<file path="src/rtl/contador_param.sv">
// Up/down counter with runtime inclusive limit, programmable step, wrap/saturate
// bound handling, registered terminal-count pulse and sticky overflow flag.
module contador_param #(
    parameter int WIDTH     = 12,
    parameter int STEP_W    = 4,
    parameter int RESET_VAL = 0
) (
    input  logic              clk,
    input  logic              RESET,
    input  logic              LOAD,
    input  logic              ENABLE,
    input  logic              UP,
    input  logic              SAT,
    input  logic [STEP_W-1:0] STEP,
    input  logic [WIDTH-1:0]  DLOAD,
    input  logic [WIDTH-1:0]  LIMIT,
    input  logic              CLR_OVF,
    output logic [WIDTH-1:0]  Y,
    output logic              TC,
    output logic              OVF
);

    localparam int XW = WIDTH + 1;
    typedef logic [XW-1:0] ext_t;

    localparam logic [WIDTH-1:0] RST_Y = WIDTH'(RESET_VAL);

    logic [WIDTH-1:0] y_q, y_d;
    logic             tc_q, tc_d;
    logic             ovf_q, ovf_d;

    ext_t y_ext, lim_ext, step_ext, sum_ext, diff_ext;
    logic bound_evt;

    // Extra top bit keeps the carry of Y+STEP visible, so a full-range
    // counter produces an event rather than silently truncating.
    always_comb begin
        y_ext    = ext_t'(y_q);
        lim_ext  = ext_t'(LIMIT);
        step_ext = ext_t'(STEP);
        sum_ext  = y_ext + step_ext;
        diff_ext = y_ext - step_ext;
    end

    always_comb begin
        y_d       = y_q;
        bound_evt = 1'b0;
        if (LOAD) begin
            y_d = (DLOAD > LIMIT) ? LIMIT : DLOAD;
        end else if (ENABLE && (STEP != '0)) begin
            if (UP) begin
                if (sum_ext <= lim_ext) begin
                    y_d = sum_ext[WIDTH-1:0];
                end else begin
                    bound_evt = 1'b1;
                    y_d       = SAT ? LIMIT : '0;
                end
            end else begin
                // A lowered LIMIT pulls an out-of-range count back into range.
                if (y_q > LIMIT) begin
                    bound_evt = 1'b1;
                    y_d       = LIMIT;
                end else if (y_ext >= step_ext) begin
                    y_d = diff_ext[WIDTH-1:0];
                end else begin
                    bound_evt = 1'b1;
                    y_d       = SAT ? '0 : LIMIT;
                end
            end
        end
    end

    always_comb begin
        tc_d  = bound_evt;
        ovf_d = ovf_q;
        if (CLR_OVF) ovf_d = 1'b0;
        if (bound_evt) ovf_d = 1'b1;
    end

    always_ff @(posedge clk or posedge RESET) begin
        if (RESET) begin
            y_q   <= RST_Y;
            tc_q  <= 1'b0;
            ovf_q <= 1'b0;
        end else begin
            y_q   <= y_d;
            tc_q  <= tc_d;
            ovf_q <= ovf_d;
        end
    end

    assign Y   = y_q;
    assign TC  = tc_q;
    assign OVF = ovf_q;

endmodule

</file>
<file path="config.mk">
export PLATFORM = sky130hd
export DESIGN_NAME = contador_param
export DESIGN_NICKNAME = d
export VERILOG_FILES = /design/src/rtl/contador_param.sv
export SDC_FILE = /design/constraint.sdc
export NUM_CORES = 1
export LEC_CHECK = 0
export ABC_AREA = 1
export BUFFER_PORTS_ARGS = -buffer_cell sky130_fd_sc_hd__buf_2
export CAP_MARGIN = 20
export CORE_ASPECT_RATIO = 1.5
export CORE_MARGIN = 5
export CORE_UTILIZATION = 45
export DETAILED_ROUTE_END_ITERATION = 7
export PLACE_DENSITY = 0.64
export REMOVE_ABC_BUFFERS = 1
export SLEW_MARGIN = 20
export SYNTH_ARGS = -nofsm -noshare
export SYNTH_HDL_FRONTEND = slang
export SYNTH_SLANG_ARGS = --single-unit
</file>
<file path="constraint.sdc">
create_clock -name clk -period 4.2 [get_ports clk]
set_input_delay 1.05 -clock clk [delete_from_list [all_inputs] [get_ports clk]]
set_output_delay 1.05 -clock clk [all_outputs]
set_load 0.1 [all_outputs]
</file>
# Word level (Yosys, flattened, before mapping)
# Index checks and enable logic that the tools add are counted.
[totals]
ff_bits = 14
inputBits = 35
word_cells = 30
[op_classes]
addsub = 2
magnitude_cmp = 4
n_mux = 17
n_reduce_logical = 4
[ops]
columns = ["cell", "n"]
rows = [
  ["$mux W12", 9],
  ["$gt A12 B12 Y1", 2],
  ["$add A12 B4 Y13", 1],
  ["$le A13 B12 Y1", 1],
  ["$ge A12 B4 Y1", 1],
  ["$sub A12 B4 Y12", 1],
  ["$mux W1", 8],
  ["$reduce_bool A2 Y1", 2],
  ["$reduce_bool A4 Y1", 1],
  ["$logic_and A1 B1 Y1", 1],
]

# Longest topological paths before layout
[logic_depth]
word_depth = 7
mapped_depth = 26
ltp_nobuf = 25

# Worst setup path before layout
# OpenSTA, ideal clock, no wires.
[synth_path]
kind = "reg2reg"
from = "register y_q[1] (netlist: Y[1])"
to = "register ovf_q (netlist: OVF)"
arrival_ns = 3.586
slack_ns = 0.487
path_stages_with_launch = 20
path_buffers = 2
cell_sequence = "dfrtp_1 > inv_1 > fa_1 > inv_1 > nand2_1 > nand2_1 > o211ai_1 > o21ai_0 > inv_1 > ha_1 > nand2_1 > nor2_1 > nand4_1 > or2_1 > buf_6 > buf_6 > a21oi_1 > nor2_1 > nand3_1 > o21ai_0"
[synth_via]
elab_chain_cells = 7
word_cells_on_any_way = 12
[synth_lines]
columns = ["item", "line", "text"]
rows = [
  ["start, declared", "28", "logic [WIDTH-1:0] y_q, y_d;"],
  ["start signal, assigned", "86", "y_q <= y_d;"],
  ["$add A12 B4 Y13 or $ge A12 B4 Y1 (tied branches)", "41, 63", ""],
  ["$le A13 B12 Y1 or $mux W1 (tied branches)", "52, 63", ""],
  ["$mux W1 (on tied branches)", "52, 60", ""],
  ["$mux W1 *", "51", "if (UP) begin"],
  ["$mux W1 *", "50", "end else if (ENABLE && (STEP != '0)) begin"],
  ["$mux W1 *", "48", "if (LOAD) begin"],
  ["$mux W1 or $reduce_bool A2 Y1 (tied branches)", "n/a", ""],
  ["end signal, assigned", "88", "ovf_q <= ovf_d;"],
  ["end, declared", "30", "logic ovf_q, ovf_d;"],
]
# Every way passes the cells marked *; elsewhere a longest branch is shown, timed or not.
# A chain may end at the register's enable or synchronous reset.

# Final worst setup path
[layout_path]
from = "input port STEP[0]"
to = "register y_q[8] (netlist: Y[8])"
[layout_via]
elab_chain_cells = 6
word_cells_on_any_way = 13
[layout_lines]
columns = ["item", "line", "text"]
rows = [
  ["start, declared", "14", "input logic [STEP_W-1:0] STEP,"],
  ["$add A12 B4 Y13 (tied with other cells)", "41", "sum_ext = y_ext + step_ext;"],
  ["$le A13 B12 Y1 or $mux W12 (tied branches)", "52, 63", ""],
  ["$mux W12 (on tied branches)", "52, 60", ""],
  ["$mux W12", "51", ""],
  ["$mux W12", "50", ""],
  ["$mux W12", "48", ""],
]
# Several ways; a longest one is shown, not always the timed one. The select of a mux whose other input is x is not followed.

==> results.txt <==
multi-input logic area - 2280 um2
post-CTS setup buffers - 0
post-synth top area cell - nand2_1
DR WL/cell - 14.3 um
Port-buffer cells - 48
critical path peak fanout - 12
Post-Syn Area - 3050 um2
Post-CTS Resized - 0
via count - 3365
max_cap viols - 0
Tightest Pin Transition - 0.592 ns
crit path cell chain - buf_2, ha_1, inv_1, fa_1, inv_1, nand2_1, nand2_1, o211ai_1, o21ai_0, inv_1, ha_1, nand2_1, nor2_1, nand4_1, or2_1, buf_4, nand2_4, nand2_1, nand3_1, nand3_1, a21oi_1
Synth-to-Final Area Change - 10.1%
cts bufs inserted - 3
Final Cycle Share - 90.5%
Hold Crit Endpoint - OVF
Critical Path Start Type - input pin
Core Box Area - 6530 um2
WL final - 9130 um
number of remaining DRC errors - 0
drt pass-1 iters - 4
CTS Hold Bufs - 0
slowest CP cell - fa_1
HP Start - OVF
most area-consuming cells after synthesis - nand2_1 20%, ha_1 18%, dfrtp_1 11%
Crit Reg-Reg Endpoint - Y[8]
outcome - finished clean
TNS Setup - 0 ns
FF+latch area - 350 um2
first-pass GRT wire length - 15700 um
via/cell ratio - 5.27
Antenna Cells - 0
Initial Util - 46.7%
total clock sinks - 14
Worst slew margin - 60.5%
GP Congestion - 0.946
Arr. time, crit path - 3.98 ns
CTS tree - yes
NumNets Final - 646
Crit. End Element - flop
Post-synth top flop - dfrtp_1
worst r2r path cells - 19
Reg2Reg Setup Slack - 0.82 ns
share of post-route cells with drive strength above 1 - 12.4%
largest net degree at the start of global routing - 19
register area share after synthesis - 11.5%
chip height - 111 um
reg2reg start - Y[1]
DP Cell Count - 636
full die area - 8550 um2
WHS Path Cells - 2
Pins Over Slew Limit - 0
initial antenna violation count - 0
clk_lat worst skew - 0.26 ns
Pleak - 1.97 nW
Core Util, Final - 51.4%
synth cell count leaders - 166 x nand2_1, 76 x inv_1, 48 x nand3_1
fin crit period - 3.80 ns
EDFF count, synth - 0
Final Skew - 0.00245 ns
final cell count without fillers - 639
Synth Register Bits - 14
Worst EP required - 4.38 ns
Total GRT Usage - 21.8%
Final Hold Violating Endpoints - 0
most frequent CP cell - nand2_1
Clock Pin Slew Worst Setup and Hold Paths - 0.06 ns
Placed Area - 3320 um2
Final setup viols - 0
Die X - 77.2 um
Synth Warn # - 0
Design Area, Final - 3360 um2
syn_area_per_cell - 5.81 um2
gr ovfl total - 0
Max Fclk - 263 MHz
1st-iter DRT viols - 203
Hold Path Class - flop to flop
Yosys top cell area share - 20.4%
Post-Syn Instances - 525
Antenna Violating Nets Remaining - 0
vias in the first global route - 3379
P per Cell Area - 402 nW/um2
Final Power - 1.35 mW
DP HPWL - 7730 um
clock root cell - clkbuf_8
Top Ports - 49
slowest stage delay, CP - 0.37 ns
H-tree levels - 1
Fill cells - 709
unrepaired setup endpoints after global routing - false
Std-Cell Rows - 36
critical path type - input pin to flop
top-count cell post-synth - nand2_1
VDD IR max - 0.210 mV
Synth cell types - 33
CTS Buffer Depth - 2
ys async rst share - 100%
-- cell type report --
type,count,share of cell area (%)
Clock buffer,3,1.23
Sequential cell,14,10.4
Multi-Input combinational cell,412,68.1
Inverter,80,8.95
Tap cell,76,2.83
Timing Repair Buffer,54,8.50
-- registers in the layout, summed over array words and instances, names as in the netlist --
name	count
Y	12
TC	1
OVF	1
-- through the flow --
stage | hold WS, ns | worst slack (ns)
floorplan | 0.939 | 0.480
global placement | 0.508 | 0.171
detailed placement | 0.524 | 0.119
CTS | 0.533 | 0.395
global route | 0.580 | 0.125
finish | 0.528 | 0.401
-- cell families (layout without fill, tap and decap cells) --
kind of cell / Yosys count / in the layout / synth area share [%]
AND/OR/NAND/NOR: 282 / 282 / 39.7
buffers and inverters: 99 / 137 / 13.5
AO/OA/AOI/OAI: 77 / 77 / 13.8
adder cells (fa/ha/maj): 46 / 46 / 19.4
flip-flops: 14 / 14 / 11.5
XOR/XNOR: 7 / 7 / 2.01
-- metal layers --
metal,vias up,wire length [um],GRT usage [%]
li1,1773,-,-
met1,1494,3820,25.9
met2,83,4710,39.9
met3,15,403,1.54
met4,0,199,8.03
met5,-,0,0
-- worst max-delay path, delay by kind of cell --
family	cells	cell delay, ns
and+or+nand+nor	10	1.11
buffers and inverters	5	0.45
AOI/OAI and AO/OA	3	0.54
adders and majority gates	3	0.82
-- how the worst max path moves through the flow --
| stage | slack, ns | startpoint | end |
|---|---|---|---|
| after floorplan | 0.48 | Y[1] | Y[8] |
| after global placement | 0.17 | STEP[0] | Y[8] |
| after detailed placement | 0.12 | STEP[0] | Y[8] |
| after CTS | 0.39 | STEP[0] | Y[8] |
| after global routing | 0.12 | STEP[0] | Y[7] |
| final | 0.40 | STEP[0] | Y[8] |
-- placed cells by master (no fill, tap or decap) --
| master | Yosys | layout |
|---|---|---|
| a21o_1 | 1 | 1 |
| a21oi_1 | 39 | 39 |
| a21oi_2 | 1 | 1 |
| buf_2 | 5 | 48 |
| buf_4 | 3 | 6 |
| clkbuf_8 | 0 | 3 |
| dfrtp_1 | 14 | 14 |
| fa_1 | 2 | 2 |
| ha_1 | 44 | 44 |
| inv_1 | 76 | 76 |
| inv_2 | 4 | 4 |
| nand2_1 | 166 | 166 |
| nand2_2 | 2 | 2 |
| nand2_4 | 1 | 1 |
| nand3_1 | 48 | 48 |
| nand3_2 | 1 | 1 |
| nand3b_1 | 4 | 4 |
| nand4_1 | 13 | 13 |
| nor2_1 | 38 | 38 |
| nor2_2 | 1 | 1 |
| nor2_4 | 2 | 2 |
| nor3_1 | 5 | 5 |
| o211ai_1 | 6 | 6 |
| o21a_1 | 2 | 2 |
| o21ai_0 | 24 | 24 |
| o21ai_1 | 1 | 1 |
| o21ai_2 | 1 | 1 |
| o21bai_1 | 1 | 1 |
| o41ai_1 | 1 | 1 |
| or2_1 | 1 | 1 |
| xor2_1 | 7 | 7 |
-- power breakdown --
part / internal [mW] / switching, mW
clock network: 0.0638 / 0.0522
registers: 0.162 / 0.0629
logic: 0.298 / 0.709
Note: power is estimated with default switching activity, not from simulation.
